**config.mk**
```make
export PLATFORM = sky130hd
export DESIGN_NAME = iomem_gpio_flat
export DESIGN_NICKNAME = d
export VERILOG_FILES = /design/src/rtl/iomem_gpio_pkg.sv /design/src/rtl/iomem_gpio_if.sv /design/src/rtl/gpio_sync.sv /design/src/rtl/iomem_gpio.sv /design/src/flat_wrapper.sv
export SDC_FILE = /design/constraint.sdc
export NUM_CORES = 1
export LEC_CHECK = 0
export ABC_AREA = 1
export BUFFER_PORTS_ARGS = -buffer_cell sky130_fd_sc_hd__buf_2
export CAP_MARGIN = 20
export CELL_PAD_IN_SITES_DETAIL_PLACEMENT = 1
export CELL_PAD_IN_SITES_GLOBAL_PLACEMENT = 1
export CORE_MARGIN = 2
export CORE_UTILIZATION = 39
export CTS_BUF_LIST = sky130_fd_sc_hd__clkbuf_4
export CTS_CLUSTER_DIAMETER = 30
export DETAILED_ROUTE_END_ITERATION = 10
export PLACE_DENSITY_LB_ADDON = 0.1
export RECOVER_POWER = 50
export SYNTH_ARGS = -nofsm -noshare
export SYNTH_HDL_FRONTEND = slang
export SYNTH_SLANG_ARGS = --single-unit
```
**constraint.sdc**
```tcl
create_clock -name clk25 -period 4 [get_ports clk25]
set_input_delay 0.8 -clock clk25 [delete_from_list [all_inputs] [get_ports clk25]]
set_output_delay 0.8 -clock clk25 [all_outputs]
set_load 0.02 [all_outputs]
```
**src/rtl/iomem_gpio_pkg.sv**
```systemverilog
// Register map, warm-up constant and decode helpers shared by the GPIO block.
package iomem_gpio_pkg;

  localparam logic [5:0] OFF_OUT   = 6'h00;
  localparam logic [5:0] OFF_DIR   = 6'h04;
  localparam logic [5:0] OFF_IN    = 6'h08;
  localparam logic [5:0] OFF_SET   = 6'h0C;
  localparam logic [5:0] OFF_CLR   = 6'h10;
  localparam logic [5:0] OFF_TGL   = 6'h14;
  localparam logic [5:0] OFF_IEN   = 6'h18;
  localparam logic [5:0] OFF_IPOL  = 6'h1C;
  localparam logic [5:0] OFF_ISTAT = 6'h20;

  // Cycles after reset release before edges are trusted.
  localparam logic [1:0] PRIME_CNT = 2'd3;

  typedef enum logic [3:0] {
    REG_OUT, REG_DIR, REG_IN, REG_SET, REG_CLR, REG_TGL,
    REG_IEN, REG_IPOL, REG_ISTAT, REG_NONE
  } reg_sel_e;

  function automatic reg_sel_e decode_off(input logic [3:0] word);
    case (word)
      OFF_OUT[5:2]:   return REG_OUT;
      OFF_DIR[5:2]:   return REG_DIR;
      OFF_IN[5:2]:    return REG_IN;
      OFF_SET[5:2]:   return REG_SET;
      OFF_CLR[5:2]:   return REG_CLR;
      OFF_TGL[5:2]:   return REG_TGL;
      OFF_IEN[5:2]:   return REG_IEN;
      OFF_IPOL[5:2]:  return REG_IPOL;
      OFF_ISTAT[5:2]: return REG_ISTAT;
      default:        return REG_NONE;
    endcase
  endfunction

  function automatic logic [31:0] strb_mask(input logic [3:0] wstrb);
    return {{8{wstrb[3]}}, {8{wstrb[2]}}, {8{wstrb[1]}}, {8{wstrb[0]}}};
  endfunction

endpackage

```
**src/rtl/iomem_gpio_if.sv**
```systemverilog
// picosoc iomem request/response bundle; the CPU side is master, peripherals are slaves.
interface iomem_gpio_if;
  logic        iomem_valid;
  logic [3:0]  iomem_wstrb;
  logic [31:0] iomem_addr;
  logic [31:0] iomem_wdata;
  logic        iomem_ready;
  logic [31:0] iomem_rdata;

  modport master (
    output iomem_valid, iomem_wstrb, iomem_addr, iomem_wdata,
    input  iomem_ready, iomem_rdata
  );

  modport slave (
    input  iomem_valid, iomem_wstrb, iomem_addr, iomem_wdata,
    output iomem_ready, iomem_rdata
  );
endinterface

```
**src/rtl/gpio_sync.sv**
```systemverilog
// Two-flop synchroniser for asynchronous pin inputs, cleared by the synchronous reset.
module gpio_sync #(
  parameter int WIDTH = 8
) (
  input  logic             clk25,
  input  logic             resetn,
  input  logic [WIDTH-1:0] d_i,
  output logic [WIDTH-1:0] q_o
);

  logic [WIDTH-1:0] s1_q;
  logic [WIDTH-1:0] s2_q;

  always_ff @(posedge clk25) begin
    if (!resetn) begin
      s1_q <= '0;
      s2_q <= '0;
    end else begin
      s1_q <= d_i;
      s2_q <= s1_q;
    end
  end

  assign q_o = s2_q;

endmodule

```
**src/rtl/iomem_gpio.sv**
```systemverilog
// picosoc iomem GPIO block: OUT/DIR/IN plus set/clear/toggle and per-pin edge interrupts.
// One-cycle ack after a hit; registered read data; never stalls beyond that cycle.
module iomem_gpio
  import iomem_gpio_pkg::*;
#(
  parameter int         WIDTH     = 8,
  parameter logic [7:0] BASE_ADDR = 8'h03
) (
  input  logic             clk25,
  input  logic             resetn,
  iomem_gpio_if.slave      bus,
  input  logic [WIDTH-1:0] gpio_i,
  output logic [WIDTH-1:0] gpio_o,
  output logic [WIDTH-1:0] gpio_oe,
  output logic             irq
);

  logic [WIDTH-1:0] out_q, out_d, dir_q, dir_d;
  logic [WIDTH-1:0] ien_q, ien_d, ipol_q, ipol_d, istat_q, istat_d;
  logic [WIDTH-1:0] sync_w, dly_q;
  logic [1:0]       prime_q, prime_d;
  logic             ready_q, ready_d;
  logic [31:0]      rdata_q, rdata_d;

  logic             hit;
  reg_sel_e         sel;
  logic [31:0]      strb32;
  logic [WIDTH-1:0] wmask, wbits, stat_clr, rise, fall, edge_hit, rd_sel;
  logic             unused_bits;

  gpio_sync #(.WIDTH(WIDTH)) u_sync (
    .clk25 (clk25),
    .resetn(resetn),
    .d_i   (gpio_i),
    .q_o   (sync_w)
  );

  assign hit    = bus.iomem_valid && !ready_q && (bus.iomem_addr[31:24] == BASE_ADDR);
  assign sel    = decode_off(bus.iomem_addr[5:2]);
  assign strb32 = strb_mask(bus.iomem_wstrb);
  assign wmask  = strb32[WIDTH-1:0];
  assign wbits  = bus.iomem_wdata[WIDTH-1:0] & wmask;

  assign rise     = sync_w & ~dly_q;
  assign fall     = ~sync_w & dly_q;
  // Edges are ignored until the synchroniser and delayed copy hold real pin data.
  assign edge_hit = (prime_q == PRIME_CNT) ? (ien_q & ((ipol_q & rise) | (~ipol_q & fall))) : '0;
  assign prime_d  = (prime_q == PRIME_CNT) ? prime_q : prime_q + 2'd1;

  always_comb begin
    out_d    = out_q;
    dir_d    = dir_q;
    ien_d    = ien_q;
    ipol_d   = ipol_q;
    stat_clr = '0;
    if (hit) begin
      case (sel)
        REG_OUT:   out_d    = (out_q & ~wmask) | wbits;
        REG_DIR:   dir_d    = (dir_q & ~wmask) | wbits;
        REG_SET:   out_d    = out_q | wbits;
        REG_CLR:   out_d    = out_q & ~wbits;
        REG_TGL:   out_d    = out_q ^ wbits;
        REG_IEN:   ien_d    = (ien_q & ~wmask) | wbits;
        REG_IPOL:  ipol_d   = (ipol_q & ~wmask) | wbits;
        REG_ISTAT: stat_clr = wbits;
        default:   ;
      endcase
    end
    // A new edge wins over a simultaneous clear of the same bit.
    istat_d = (istat_q & ~stat_clr) | edge_hit;
  end

  always_comb begin
    rd_sel = '0;
    case (sel)
      REG_OUT:   rd_sel = out_q;
      REG_DIR:   rd_sel = dir_q;
      REG_IN:    rd_sel = sync_w;
      REG_IEN:   rd_sel = ien_q;
      REG_IPOL:  rd_sel = ipol_q;
      REG_ISTAT: rd_sel = istat_q;
      default:   rd_sel = '0;
    endcase
    rdata_d = '0;
    if (hit) rdata_d[WIDTH-1:0] = rd_sel;
    ready_d = hit;
  end

  always_ff @(posedge clk25) begin
    if (!resetn) begin
      out_q   <= '0;
      dir_q   <= '0;
      ien_q   <= '0;
      ipol_q  <= '0;
      istat_q <= '0;
      dly_q   <= '0;
      prime_q <= '0;
      ready_q <= 1'b0;
      rdata_q <= '0;
    end else begin
      out_q   <= out_d;
      dir_q   <= dir_d;
      ien_q   <= ien_d;
      ipol_q  <= ipol_d;
      istat_q <= istat_d;
      dly_q   <= sync_w;
      prime_q <= prime_d;
      ready_q <= ready_d;
      rdata_q <= rdata_d;
    end
  end

  assign bus.iomem_ready = ready_q;
  assign bus.iomem_rdata = rdata_q;
  assign gpio_o          = out_q;
  assign gpio_oe         = dir_q;
  assign irq             = |(istat_q & ien_q);

  assign unused_bits = ^{bus.iomem_addr[23:6], bus.iomem_addr[1:0], bus.iomem_wdata, strb32};

endmodule

```
**src/flat_wrapper.sv**
```systemverilog
// flat-port wrapper written by rule: the top's interface ports become plain ports
module iomem_gpio_flat import iomem_gpio_pkg::*;
#(
  parameter int         WIDTH     = 8,
  parameter logic [7:0] BASE_ADDR = 8'h03
)
  (clk25, resetn, gpio_i, gpio_o, gpio_oe, irq, bus_iomem_valid, bus_iomem_wstrb, bus_iomem_addr, bus_iomem_wdata, bus_iomem_ready, bus_iomem_rdata);
  iomem_gpio_if bus_i ();
  input  logic clk25;
  input  logic resetn;
  input  logic [WIDTH-1:0] gpio_i;
  output logic [WIDTH-1:0] gpio_o;
  output logic [WIDTH-1:0] gpio_oe;
  output logic irq;
  input wire logic [$bits(bus_i.iomem_valid)-1:0] bus_iomem_valid;
  input wire logic [$bits(bus_i.iomem_wstrb)-1:0] bus_iomem_wstrb;
  input wire logic [$bits(bus_i.iomem_addr)-1:0] bus_iomem_addr;
  input wire logic [$bits(bus_i.iomem_wdata)-1:0] bus_iomem_wdata;
  output wire logic [$bits(bus_i.iomem_ready)-1:0] bus_iomem_ready;
  output wire logic [$bits(bus_i.iomem_rdata)-1:0] bus_iomem_rdata;
  assign bus_i.iomem_valid = bus_iomem_valid;
  assign bus_i.iomem_wstrb = bus_iomem_wstrb;
  assign bus_i.iomem_addr = bus_iomem_addr;
  assign bus_i.iomem_wdata = bus_iomem_wdata;
  assign bus_iomem_ready = bus_i.iomem_ready;
  assign bus_iomem_rdata = bus_i.iomem_rdata;
  iomem_gpio #(.WIDTH(WIDTH), .BASE_ADDR(BASE_ADDR)) u_core (.clk25(clk25), .resetn(resetn), .bus(bus_i), .gpio_i(gpio_i), .gpio_o(gpio_o), .gpio_oe(gpio_oe), .irq(irq));
endmodule
```
# After elaboration in Yosys (flattened, before gate mapping)

Memories as Yosys holds them, arrays and structs flattened.
Cells that the tools add are included.

Flip-flop bits (word level): 99
Latch bits: 0
Memory bits (writable): 0
ROM bits: 64
Input bits: 79
Logic and storage cells: 67
Memories kept: 1

Memory list:

| memory          | words | width | read ports | clocked after memory_dff | write ports | RTL line             | source |
|---|---|---|---|---|---|---|---|
| (no name shown) | 16    | 4     | 1          | 0                        | 0           | iomem_gpio_pkg.sv:23 | `case (word)` |

Add/sub/neg operators: 1
Multiply operators: 0
Divide/modulo/power cells: 0
Order comparisons: 0
Eq/ne operators: 10
Shifts and indexed selects: 0
Mux-type cells: 5
Bitwise logic cells: 27
Reduce and logical (&&, ||, !) cells: 11

Operators with widths:

| kind                  | count |
|---|---|
| $and A8 B8 Y8         | 13 |
| $or A8 B8 Y8          | 7 |
| $not A8 Y8            | 6 |
| $pmux W8 S6           | 1 |
| $pmux W8 S4           | 1 |
| $mux W8               | 3 |
| $eq A4 B3 Y1 const B  | 4 |
| $reduce_and A2 Y1     | 5 |
| $eq A4 B2 Y1 const B  | 2 |
| $eq A8 B2 Y1 const B  | 1 |
| $reduce_or A8 Y1      | 1 |
| $xor A8 B8 Y8         | 1 |
| $eq A4 B1 Y1 const B  | 1 |
| $eq A4 B4 Y1 const B  | 1 |
| $logic_not A4 Y1      | 1 |
| $reduce_bool A4 Y1    | 1 |
| $add A2 B1 Y2 const B | 1 |
| $eq A2 B2 Y1 const B  | 1 |
| $logic_and A1 B1 Y1   | 2 |
| $logic_not A1 Y1      | 1 |

# Depth between registers and ports, before layout

Gate-level depths: netlist of the first run.

Depth in word-level cells: 7
Depth in mapped cells: 11

# Hierarchy

From an unflattened synthesis of the first run, not the netlist that was laid out.

Cell total of the unflattened synthesis: 604
Area total of the unflattened synthesis: 4048.9 µm²

By module, submodules not included:

| module     | times used | cells each | area each (µm²) | seq. area each (µm²) |
|---|---|---|---|---|
| iomem_gpio | 1          | 554        | 3564.7          | 1181.1 |
| gpio_sync  | 1          | 50         | 484.2           | 320.3 |

# Worst setup path after synthesis of the first run

OpenSTA, ideal clock, no wires.

Kind: input-to-reg
Start: input bus_iomem_wstrb[0]
End: register u_core.out_q[0] (netlist: u_core.gpio_o[0])
Setup time: 0.109 ns
Data arrival time: 2.038 ns
Path slack: 1.854 ns
Cell stages on the path: 11
Path buffers: 2
Path through: buf_2 -> clkbuf_1 -> nand2_1 -> ha_1 -> inv_1 -> nand3_1 -> nand2_1 -> nor2_1 -> nand2_1 -> nand2_1 -> inv_1

Cells in the longest elaborated chain, start to end: 4
Elaborated cells between the ends (all ways): 9

RTL lines:

| item                                          | RTL line                           | source |
|---|---|---|
| start: declaration                            | flat_wrapper.sv:16                 | `input wire logic [$bits(bus_i.iomem_wstrb)-1:0] bus_iomem_wstrb;` |
| $and A8 B8 Y8 or $not A8 Y8 (tied branches)   | iomem_gpio.sv:42, iomem_gpio.sv:58 |  |
| $not A8 Y8 or $and A8 B8 Y8 (tied branches)   | iomem_gpio.sv:61, iomem_gpio.sv:58 |  |
| $and A8 B8 Y8 or $or A8 B8 Y8 (tied branches) | iomem_gpio.sv:61, iomem_gpio.sv:58 |  |
| $pmux W8 S4 (*)                               | iomem_gpio.sv:57                   | `case (sel)` |
| end signal: assignment                        | iomem_gpio.sv:101                  | `out_q <= out_d;` |
| end: declaration                              | iomem_gpio.sv:18                   | `logic [WIDTH-1:0] out_q, out_d, dir_q, dir_d;` |

Every way passes the cells marked *; elsewhere a longest branch is shown, timed or not.
A chain may end at the register's enable or synchronous reset.

==> metrics.md, run 1 <==
| Metric | Value |
|---|---|
| Top_reg_cell synth | `sky130_fd_sc_hd__dfxtp_1` |
| Skew final | `between 0.01 and 0.015 ns` |
| Wire length after detailed routing | `11,400 um` |
| Type of the worst min-delay path | `reg2reg` |
| Number of max-cap violations | `1` |
| Filler Cell Count | `between 1,000 and 1,500` |
| Number of buffers between clock root and the deepest sink | `2` |
| Unrepaired setup endpoints after global routing | `false` |
| Post_cts resized | `0` |
| Clock latency reported for the late side of the worst-skew pair | `0.44 ns` |
| Sequential element share of the synthesized area | `between 30% and 40%` |
| CTS tree | `done` |
| Placer congestion estimate | `0.794` |
| Residual overflow from global routing | `0` |
| Antenna Nets Post-Route | `0` |
| Drt initial violations | `roughly 190` |
| All-layer global routing usage | `21.3%` |
| Area Growth Syn to Fin | `9.25%` |
| Largest stage delay on the critical path | `~1.4 ns` |
| Min Clock Period, post-route | `between 2 and 3 ns` |
| Violations in the final reports | `max-capacitance violations, max-slew violations` |
| Maximum clock frequency | `roughly 0.36 GHz` |
| Worst setup timing slack at the placement stage | `roughly 1.2 ns` |
| Slowest library cell on the worst path | `sky130_fd_sc_hd__clkbuf_1` |
| Full die area | `about 11,000 um2` |
| Number of remaining DRC errors | `0` |
| Final routed wire length divided by cell count | `between 10 and 15 um` |
| Average vias per placed instance | `between 4 and 5` |
| Quantity of I/O buffers inserted on ports | `between 50 and 60` |
| Netlist area before placement | `a little over 4000 um2` |
| Proportion of layout cells with a drive suffix above 1 | `9.24%` |
| Cell count after synthesis | `around 630` |
| Leakage power summed over all cells | `2.30 nW` |
| Wire length of the first global-routing pass | `18,900 um` |
| Number of antenna violations at the first check in global routing | `0` |
| IO Count | `roughly 130` |
| Setup_tns | `0 ns` |
| Top layer in use | `met4` |
| Sort of element at the end of the critical path | `flop` |
| Routed wire length on met2 | `about 5300 um` |
| Area of combinational cells with multiple inputs | `1940 um2` |
| Vias in the first global route | `3,892` |
| Per-instance average area after synthesis | `6.45 um2` |
| Headroom to the max-slew limit | `-19.1%` |
| Kind of cell with the highest combined delay on the critical path | `buffers and inverters` |
| Warnings, synthesis | `0` |
| Die Wd | `around 110 um` |
| EDFF count, synth | `0` |
| Area share of the largest cell type after synthesis | `roughly 37%` |
| Total iterations of the first detailed-routing run | `4` |
| Largest fanout on the critical path | `42` |
| Transition time at the pin with the least slew margin | `approximately 1.8 ns` |
| Number of pins with negative max-slew slack in the final report | `43` |
| Met3 routed wirelength | `approximately 380 um` |
| Total half-perimeter wirelength after legalization and detailed placement | `8400 um` |
| Via Count | `3,902` |
| Largest net degree at the start of global routing | `43` |
| Crit path arrival time | `about 3.2 ns` |
| Number of CTS-inserted buffers | `9` |
| Die height | `approximately 110 um` |
| Register cell area after layout | `between 1500 and 2000 um2` |
| H-tree levels | `3` |
| Final number of setup-violating endpoints | `0` |
| Data required time of the worst path | `roughly 4.4 ns` |
| Outcome | `complete, but fails checks` |
| Clock slew seen by the registers of the worst setup and hold paths | `approximately 0.12 ns` |
| Buffer count from post-CTS setup fixing | `0` |
| Async S/R FF share, synth | `0%` |
| Register bit total from synthesis | `75` |
| Final hold slack | `between 0.4 and 0.5 ns` |
| Cell chosen for the clock root | `sky130_fd_sc_hd__clkbuf_4` |
| Buf+Inv Stages, Crit Path | `2` |
| Crit-path cells | `clkbuf_1 > clkbuf_1 > o21ai_0 > a21oi_1` |
| IR Drop Worst-Case VDD | `just under 0.2 mV` |
| Least setup slack across all paths after layout | `approximately 1.2 ns` |
| Std cell rows | `37` |
| Number of clock sinks | `between 70 and 80` |
| Synth area leader | `sky130_fd_sc_hd__dfxtp_1` |
| Wire length on met1 | `~5600 um` |
| Effective utilization at floorplan | `around two fifths` |
| Number of nets in the layout | `about 770` |
| Worst Path Class, Setup | `in2reg` |
| Setup crit start kind | `input port` |
| Count of hold-fix buffers inserted at cts | `0` |
| Post-route clock period utilization | `a little over two thirds` |
| Cell types with the largest area share after synthesis | `sky130_fd_sc_hd__dfxtp_1 37%, sky130_fd_sc_hd__nand2_1 17%, sky130_fd_sc_hd__inv_1 9.6%` |
| Power density cells | `between 300 and 400 nW/um2` |
| Final Hold Violating Endpoints | `0` |
| Unique cell type count in the Yosys netlist | `25` |
| Core box area | `10,200 um2` |
| Diode insertion count for antenna repair | `0` |
| Top cell by count, worst path | `sky130_fd_sc_hd__clkbuf_1` |
| Finished Core Util | `43.3%` |
==> per-stage QoR <==
stage | area, um2 | power [mW] | instances
2_1_floorplan | 4140 | 0.885 | 652
3_3_place_gp | 4320 | 0.908 | 802
3_5_place_dp | 4320 | 0.913 | 802
4_1_cts | 4470 | 1.45 | 818
5_1_grt | 4430 | 1.50 | 818
6_report | 4430 | 1.43 | 818
==> where the power goes <==
| part | internal (mW) | switching (mW) |
|---|---|---|
| clock network | 0.255 | 0.279 |
| registers | 0.760 | 0.00711 |
| logic | 0.0294 | 0.0985 |
==> final timing paths <==
kind,slack [ns],depth (start not counted),endpoint,from
setup / recovery,1.20,4,u_core.prime_q[0],resetn
hold / removal,0.43,2,u_core.u_sync.q_o[5],u_core.u_sync.s1_q[5]
setup reg to reg,1.91,7,flop,u_core.bus.iomem_ready
hold reg to reg,0.43,2,u_core.u_sync.q_o[5],u_core.u_sync.s1_q[5]
==> cells by family after synthesis <==
group                    Yosys count  synth area share [%]
other                              1                0.0924
buffers and inverters            151                  17.0
AO/OA/AOI/OAI                     55                  7.19
AND/OR/NAND/NOR                  338                  35.9
flip-flops                        75                  37.0
adder cells (fa/ha/maj)            9                  2.78
==> cell usage in the layout, fill, tap and decap left out, types with 2 or more instances in the layout <==
cell type / synthesis / final
sky130_fd_sc_hd__a21oi_1: 26 / 26
sky130_fd_sc_hd__inv_1: 104 / 104
sky130_fd_sc_hd__o21ai_0: 19 / 19
sky130_fd_sc_hd__clkbuf_1: 7 / 25
sky130_fd_sc_hd__nand3_1: 36 / 36
sky130_fd_sc_hd__o22ai_1: 8 / 8
sky130_fd_sc_hd__ha_1: 9 / 9
sky130_fd_sc_hd__nand4_1: 17 / 17
sky130_fd_sc_hd__clkbuf_4: 0 / 10
sky130_fd_sc_hd__nand3_2: 5 / 5
sky130_fd_sc_hd__nand2_1: 183 / 183
sky130_fd_sc_hd__dfxtp_1: 75 / 75
sky130_fd_sc_hd__bufinv_16: 0 / 2
sky130_fd_sc_hd__buf_2: 8 / 33
sky130_fd_sc_hd__clkinv_1: 0 / 2
sky130_fd_sc_hd__nor2_1: 88 / 89
sky130_fd_sc_hd__inv_2: 3 / 3
sky130_fd_sc_hd__conb_1: 1 / 24
sky130_fd_sc_hd__nor2_4: 5 / 4
==> routing by layer <==
metal,up-vias,GRT usage [%]
met5,-,0
met4,0,7.33
met3,13,2.70
met2,66,35.9
met1,1847,28.2
li1,1976,-
==> layout make-up <==
class                           count  share of cell area [%]
Timing Repair Buffer               58                    5.84
Clock buffer                       10                    1.69
Sequential cell                    75                    33.9
Clock inverter                      6                    1.81
Inverter                          107                    9.06
Tap cell                          136                    3.84
Multi-Input combinational cell    426                    43.9
==> worst min-delay path, stage by stage (launching register included) <==
cell and delay, ns:
sky130_fd_sc_hd__dfxtp_1 0.32, sky130_fd_sc_hd__nand2_1 0.05, sky130_fd_sc_hd__inv_1 0.03
==> synth_stat cells (2+ instances only) <==
library cell / instances
sky130_fd_sc_hd__dfxtp_1: 75
sky130_fd_sc_hd__buf_2: 8
sky130_fd_sc_hd__clkbuf_1: 7
sky130_fd_sc_hd__nand3_2: 5
sky130_fd_sc_hd__buf_4: 26
sky130_fd_sc_hd__nand2_1: 183
sky130_fd_sc_hd__inv_1: 104
sky130_fd_sc_hd__o21ai_0: 19
sky130_fd_sc_hd__buf_6: 2
sky130_fd_sc_hd__nand4_1: 17
sky130_fd_sc_hd__nor2_1: 88
sky130_fd_sc_hd__ha_1: 9
sky130_fd_sc_hd__a21oi_1: 26
sky130_fd_sc_hd__nand3_1: 36
sky130_fd_sc_hd__o22ai_1: 8
sky130_fd_sc_hd__inv_2: 3
sky130_fd_sc_hd__nor2_4: 5
(Power assumes the default switching activity.)
==> inputs of run 2 (changes only) <==
Settings changed: CORE_UTILIZATION 39 to 36.
Clock period 4 ns to 2.6 ns, I/O delays scaled along.
==> run 2 against run 1 <==
  * The flow now finishes without violations
  * Setup slack worse by 0.75 ns
  * Sequential share of layout area down 0.31 points
  * First-iteration DRC count is 21% lower
  * Critical path type is now reg2out
  * Critical endpoint is now irq
  * Largest power group unchanged
==> metrics.md, run 2 (synthesized netlist as in run 1, its figures left out) <==
| Metric | Value |
|---|---|
| Type of the worst min-delay path | `in2reg` |
| Core box area | `10,900 um2 (+6.9%)` |
| Proportion of layout cells with a drive suffix above 1 | `11.5% (+2.2 points)` |
| Design Area, Final | `4470 um2 (+0.93%)` |
| Setup crit start kind | `flop` |
| Top cell by count, worst path | `sky130_fd_sc_hd__nand2_1` |
| Headroom to the max-slew limit | `34.7% (+54 points)` |
| Area post-placement | `4370 um2 (+1.2%)` |
| Leakage power summed over all cells | `2.36 nW (+2.3%)` |
| Least setup slack across all paths after layout | `0.443 ns (-0.754 ns)` |
| Min Clock Period, post-route | `2.16 ns` |
| Number of pins with negative max-slew slack in the final report | `0 (-100%)` |
| Die Wd | `110 um (+3.9%)` |
| Total iterations of the first detailed-routing run | `4 (unchanged)` |
| Slowest library cell on the worst path | `sky130_fd_sc_hd__dfxtp_1` |
| Largest stage delay on the critical path | `0.37 ns (-0.98 ns)` |
| Wire length after detailed routing | `11,900 um (+4.1%)` |
| Crit-path cells | `nand2_1 > nand2_1 > a221oi_1 > o211ai_1 > buf_2` |
| Power density cells | `475 nW/um2 (+47%)` |
| Drt initial violations | `146 (-21%)` |
| CTS tree | `done` |
| Residual overflow from global routing | `0 (unchanged)` |
| PnR Total Power | `2.13 mW (+49%)` |
| Number of max-cap violations | `0 (-1)` |
| Final Hold Violating Endpoints | `0 (unchanged)` |
| Number of remaining DRC errors | `0 (unchanged)` |
| Average vias per placed instance | `4.69 (-1.6%)` |
| Post-route clock period utilization | `slightly above 80%` |
| Post_cts resized | `0 (unchanged)` |
| Data required time of the worst path | `2.08 ns (-2.28 ns)` |
| Sort of element at the end of the critical path | `output pin` |
| Total half-perimeter wirelength after legalization and detailed placement | `8640 um (+2.8%)` |
| Effective utilization at floorplan | `37.1% (-2.6 points)` |
| Unrepaired setup endpoints after global routing | `false` |
| Count of hold-fix buffers inserted at cts | `0 (unchanged)` |
| Quantity of I/O buffers inserted on ports | `57 (unchanged)` |
| Area Growth Syn to Fin | `10.3%` |
| Setup_tns | `0 ns (unchanged)` |
| IO Count | `129 (unchanged)` |
| Worst Path Class, Setup | `reg2out` |
| Transition time at the pin with the least slew margin | `0.980 ns (-0.807 ns)` |
| Number of buffers between clock root and the deepest sink | `2 (unchanged)` |
| Largest fanout on the critical path | `3 (-93%)` |
| H-tree levels | `3 (unchanged)` |
| Clock slew seen by the registers of the worst setup and hold paths | `0.14 ns (+0.02 ns)` |
| Commonest non-fill, non-tap cell in the layout | `sky130_fd_sc_hd__nand2_1` |
| Number of antenna violations at the first check in global routing | `0 (unchanged)` |
| Placer congestion estimate | `0.814 (+2.6%)` |
| Vias in the first global route | `3,730 (-4.2%)` |
| Post-layout instance count excluding filler cells | `828 (+1.2%)` |
| Via Count | `3,886 (-0.41%)` |
| Std cell rows | `38 (+2.7%)` |
| Diode insertion count for antenna repair | `0 (unchanged)` |
| Cell chosen for the clock root | `sky130_fd_sc_hd__clkbuf_4` |
| Number of CTS-inserted buffers | `9 (unchanged)` |
| Full die area | `12,100 um2 (+8.0%)` |
| Die height | `110 um (+3.9%)` |
| Number of clock sinks | `75 (unchanged)` |
| Outcome | `complete, no violations` |
| Largest net degree at the start of global routing | `46 (+7.0%)` |
| Placed Cells incl. Taps | `812 (+1.2%)` |
| Buffer count from post-CTS setup fixing | `0 (unchanged)` |
| Wire length of the first global-routing pass | `19,100 um (+1.2%)` |
| All-layer global routing usage | `20.9% (-0.45 points)` |
| Number of nets in the layout | `771 (+0.78%)` |
| Crit path arrival time | `1.64 ns (-1.52 ns)` |
| Final routed wire length divided by cell count | `14.4 um (+2.9%)` |
| Final number of setup-violating endpoints | `0 (unchanged)` |
| Most frequent cells in the layout | `183 x sky130_fd_sc_hd__nand2_1, 104 x sky130_fd_sc_hd__inv_1, 89 x sky130_fd_sc_hd__nor2_1` |
| Maximum clock frequency | `0.464 GHz` |
| Worst setup timing slack at the placement stage | `0.503 ns (-0.717 ns)` |
| IR Drop Worst-Case VDD | `0.300 mV (+53%)` |
| Antenna Nets Post-Route | `0 (unchanged)` |
| Skew final | `0.0140 ns (+0.00182 ns)` |
| Clock latency reported for the late side of the worst-skew pair | `0.45 ns (about the same)` |
-- run 2: final timing paths --
path                               start                     to  slack (ns)  cells past startpoint
hold reg to reg    u_core.u_sync.s1_q[3]   u_core.u_sync.q_o[3]        0.43                      2
setup reg to reg  u_core.bus.iomem_ready                   flop        0.55                      7
hold / removal                 gpio_i[2]  u_core.u_sync.s1_q[2]        0.25                      3
setup / recovery       u_core.istat_q[2]                    irq        0.44                      5
-- run 2: layout make-up --
cell class                      instances  area (um2)
Multi-Input combinational cell        426        1940
Clock buffer                            9        67.6
Clock inverter                          7        68.8
Tap cell                              140         175
Fill cell                            1528        6460
Sequential cell                        75        1500
Inverter                              107         402
Timing Repair Buffer                   64         314
-- run 2: through the flow --
stage	utilization (%)	hold slack, ns
4_1_cts	41.2	0.221
5_1_grt	40.9	0.195
3_5_place_dp	39.9	0.402
6_report	40.9	0.250
2_1_floorplan	-	0.390
3_3_place_gp	39.9	0.393
-- run 2: critical path: cells and delay by family, from the launching register on --
family          cells  cell delay [ns]
simple gates        2             0.16
flops               1             0.37
compound gates      2             0.45
buf+inv             1             0.20
-- run 2: where the power goes --
part	internal [mW]	leakage, nW	switching (mW)	total, mW
Sequential	1.17	0.609	0.0108	1.18
Clock	0.289	0.0717	0.452	0.740
Combinational	0.0487	1.68	0.155	0.204
-- run 2: routing by layer --
| layer | GRT usage (%) | routed length [um] |
|---|---|---|
| met1 | 27.5 | 5620 |
| met2 | 34.6 | 5660 |
| met3 | 3.64 | 459 |
| met4 | 6.96 | 161 |
| met5 | 0 | 0 |
==> inputs of run 3 (changes only) <==
Settings changed: ABC_AREA 1 to 0, CORE_UTILIZATION 36 to 38.
Clock period 2.6 ns to 2.2 ns, I/O delays scaled along.
==> run 3 against run 2 <==
  * Critical path depth shrank 2
  * Area after synthesis shrank 7.8%
  * Largest power group unchanged
  * Die area shrank 12%
  * Setup slack lost 0.045 ns
==> metrics.md, run 3 <==
| Metric | Value |
|---|---|
| Outcome | `complete, no violations` |
| Post_cts resized | `0 (unchanged)` |
| Data required time of the worst path | `1.76 ns (-0.32 ns)` |
| Antenna Nets Post-Route | `0 (unchanged)` |
| Area Growth Syn to Fin | `12.3%` |
| Wire length after detailed routing | `9640 um (-19%)` |
| Effective utilization at floorplan | `38.8% (+1.7 points)` |
| Number of remaining DRC errors | `0 (unchanged)` |
| Number of clock sinks | `75 (unchanged)` |
| Largest stage delay on the critical path | `0.36 ns (about the same)` |
| Async S/R FF share, synth | `0% (unchanged)` |
| Leakage power summed over all cells | `1.77 nW (-25%)` |
| EDFF count, synth | `0 (unchanged)` |
| Top_reg_cell synth | `sky130_fd_sc_hd__dfxtp_1` |
| Drt initial violations | `138 (-5.5%)` |
| Final routed wire length divided by cell count | `16.2 um (+13%)` |
| Wire length of the first global-routing pass | `15,400 um (-19%)` |
| Power density cells | `601 nW/um2 (+27%)` |
| Via Count | `2,980 (-23%)` |
| CTS tree | `done` |
| Most frequent cells in the layout | `75 x sky130_fd_sc_hd__dfxtp_1, 52 x sky130_fd_sc_hd__nand2_1, 43 x sky130_fd_sc_hd__mux2i_1` |
| Buffer count from post-CTS setup fixing | `0 (unchanged)` |
| Final Hold Violating Endpoints | `0 (unchanged)` |
| Post-route clock period utilization | `between 80% and 90%` |
| Cell types with the largest area share after synthesis | `sky130_fd_sc_hd__dfxtp_1 40%, sky130_fd_sc_hd__mux2i_1 12%, sky130_fd_sc_hd__and2_1 5.5%` |
| Residual overflow from global routing | `0 (unchanged)` |
| Largest net degree at the start of global routing | `57 (+24%)` |
| Warnings, synthesis | `0 (unchanged)` |
| NetSw | `0.660 mW (+6.8%)` |
| Die Wd | `103 um (-6.3%)` |
| Internal power contribution | `1.86 mW (+24%)` |
| Quantity of I/O buffers inserted on ports | `57 (unchanged)` |
| Register cell area after layout | `1500 um2 (unchanged)` |
| Total iterations of the first detailed-routing run | `4 (unchanged)` |
| Per-instance average area after synthesis | `9.46 um2 (+47%)` |
| Cell chosen for the clock root | `sky130_fd_sc_hd__clkbuf_4` |
| Area post-placement | `4110 um2 (-6.0%)` |
| Crit path arrival time | `1.36 ns (-0.28 ns)` |
| Proportion of layout cells with a drive suffix above 1 | `20.4% (+8.9 points)` |
| Unrepaired setup endpoints after global routing | `false` |
| Min Clock Period, post-route | `between 1.5 and 2 ns` |
| Skew final | `0.00930 ns (-0.00471 ns)` |
| Average vias per placed instance | `5.02 (+6.9%)` |
| Vias in the first global route | `2,829 (-24%)` |
| Post-layout instance count excluding filler cells | `594 (-28%)` |
| Number of antenna violations at the first check in global routing | `0 (unchanged)` |
| All-layer global routing usage | `19.3% (-1.6 points)` |
| Placer congestion estimate | `0.796 (-2.3%)` |
| Std cell rows | `36 (-5.3%)` |
| Power share of the combinational group | `10.1% (+0.5 points)` |
| Number of pins with negative max-slew slack in the final report | `0 (unchanged)` |
| Type of the worst min-delay path | `in2reg` |
| PnR Total Power | `2.52 mW (+19%)` |
| Unique cell type count in the Yosys netlist | `39 (+56%)` |
| Sequential element share of the synthesized area | `40.2% (+3.1 points)` |
| Crit-path cells | `a22oi_1 > nand4_1 > buf_2` |
| Count of hold-fix buffers inserted at cts | `0 (unchanged)` |
| Total half-perimeter wirelength after legalization and detailed placement | `7110 um (-18%)` |
| Number of nets in the layout | `544 (-29%)` |
| Die height | `103 um (-6.3%)` |
| Clock latency reported for the late side of the worst-skew pair | `0.42 ns (-0.03 ns)` |
| Worst Path Class, Setup | `reg2out` |
| Headroom to the max-slew limit | `32.6% (-2.1 points)` |
| Transition time at the pin with the least slew margin | `1.01 ns (+0.0316 ns)` |
| Maximum clock frequency | `roughly 0.55 GHz` |
| Cell count after synthesis | `395 (-37%)` |
| Area of combinational cells with multiple inputs | `2020 um2 (+3.8%)` |
| Setup crit start kind | `flop` |
| Final number of setup-violating endpoints | `0 (unchanged)` |
| Slowest library cell on the worst path | `sky130_fd_sc_hd__dfxtp_1` |
| IR Drop Worst-Case VDD | `0.262 mV (-13%)` |
| Most common cell in the netlist | `sky130_fd_sc_hd__dfxtp_1` |
| Clock network fraction of total power | `34.5% (-0.3 points)` |
| Clock slew seen by the registers of the worst setup and hold paths | `0.12 ns (-0.02 ns)` |
| Part of the total power dissipated in sequential elements | `55.4% (-0.2 points)` |
| Core box area | `9640 um2 (-12%)` |
| IO Count | `129 (unchanged)` |
| H-tree levels | `3 (unchanged)` |
| Commonest non-fill, non-tap cell in the layout | `sky130_fd_sc_hd__dfxtp_1` |
| Placed Cells incl. Taps | `578 (-29%)` |
| Largest fanout on the critical path | `3 (unchanged)` |
| Register bit total from synthesis | `75 (unchanged)` |
| Design Area, Final | `4200 um2 (-6.1%)` |
| Synth area leader | `sky130_fd_sc_hd__dfxtp_1` |
| Commonest cells in the synthesized netlist | `75 x sky130_fd_sc_hd__dfxtp_1, 52 x sky130_fd_sc_hd__nand2_1, 43 x sky130_fd_sc_hd__mux2i_1` |
| Switching share of power | `26.1% (-2.9 points)` |
| Area share of the largest cell type after synthesis | `40.2% (+3.1 points)` |
| Diode insertion count for antenna repair | `0 (unchanged)` |
| Number of CTS-inserted buffers | `9 (unchanged)` |
| Number of max-cap violations | `0 (unchanged)` |
| Netlist area before placement | `3740 um2 (-7.8%)` |
| Number of buffers between clock root and the deepest sink | `2 (unchanged)` |
| Filler Cell Count | `1,181 (-23%)` |
| Setup_tns | `0 ns (unchanged)` |
| Full die area | `10,600 um2 (-12%)` |
| Sort of element at the end of the critical path | `output pin` |
run 3: through the flow:
step	hold WS [ns]	util, %	setup slack (ns)
2_1_floorplan	0.412	-	0.286
3_3_place_gp	0.414	42.6	0.177
3_5_place_dp	0.422	42.6	0.181
4_1_cts	0.171	44.0	0.327
5_1_grt	0.171	43.6	0.280
6_report	0.216	43.6	0.398
run 3: final timing paths:
| kind | depth (start not counted) | slack [ns] | endpoint | startpoint |
|---|---|---|---|---|
| worst min register to register | 1 | 0.45 | u_core.u_sync.q_o[5] | u_core.u_sync.s1_q[5] |
| worst max-delay path | 3 | 0.40 | irq | u_core.istat_q[2] |
| worst max register to register | 4 | 0.45 | u_core.gpio_o[0] | u_core.bus.iomem_ready |
| worst min-delay path | 2 | 0.22 | u_core.u_sync.s1_q[0] | gpio_i[0] |
run 3: layer usage:
layer	wire, um	GRT usage (%)	part of all wire, %	vias up
met3	471	4.03	4.9	8
met1	4790	27.8	50	1427
li1	-	-	-	1472
met5	0	0	0	-
met2	4270	28.9	44	73
met4	110	6.38	1.1	0
run 3: cell type report:
| type | instances | share of cell area (%) |
|---|---|---|
| clock buffer | 13 | 2.32 |
| inverter | 2 | 0.179 |
| clock inverter | 3 | 0.923 |
| sequential | 75 | 35.7 |
| multi-input combinational | 296 | 48.0 |
| tap | 133 | 3.96 |
| timing repair buffer | 72 | 8.82 |
run 3: power by group through the flow:
stage	clock, mW	combinational (mW)	sequential, mW
detailed placement	0	0.258	1.43
global placement	0	0.253	1.43
floorplan	0	0.204	1.42
finish	0.872	0.255	1.40
global route	0.993	0.287	1.40
CTS	0.925	0.260	1.40
run 3: logic make-up (layout without fill, tap and decap cells):
kind of cell / after synthesis / after routing / synth area share, %
fa+ha+maj: 9 / 9 / 3.01
buf+inv: 47 / 90 / 7.76
other cells: 1 / 24 / 0.100
simple gates: 135 / 135 / 20.2
mux: 54 / 54 / 14.8
xor+xnor: 2 / 2 / 0.469
compound gates: 72 / 72 / 13.4
flops: 75 / 75 / 40.2
run 3: critical path, delay by kind of cell (launching register included):
kind            cells  cell delay (ns)
flops               1             0.36
compound gates      1             0.25
buf+inv             1             0.19
simple gates        1             0.14
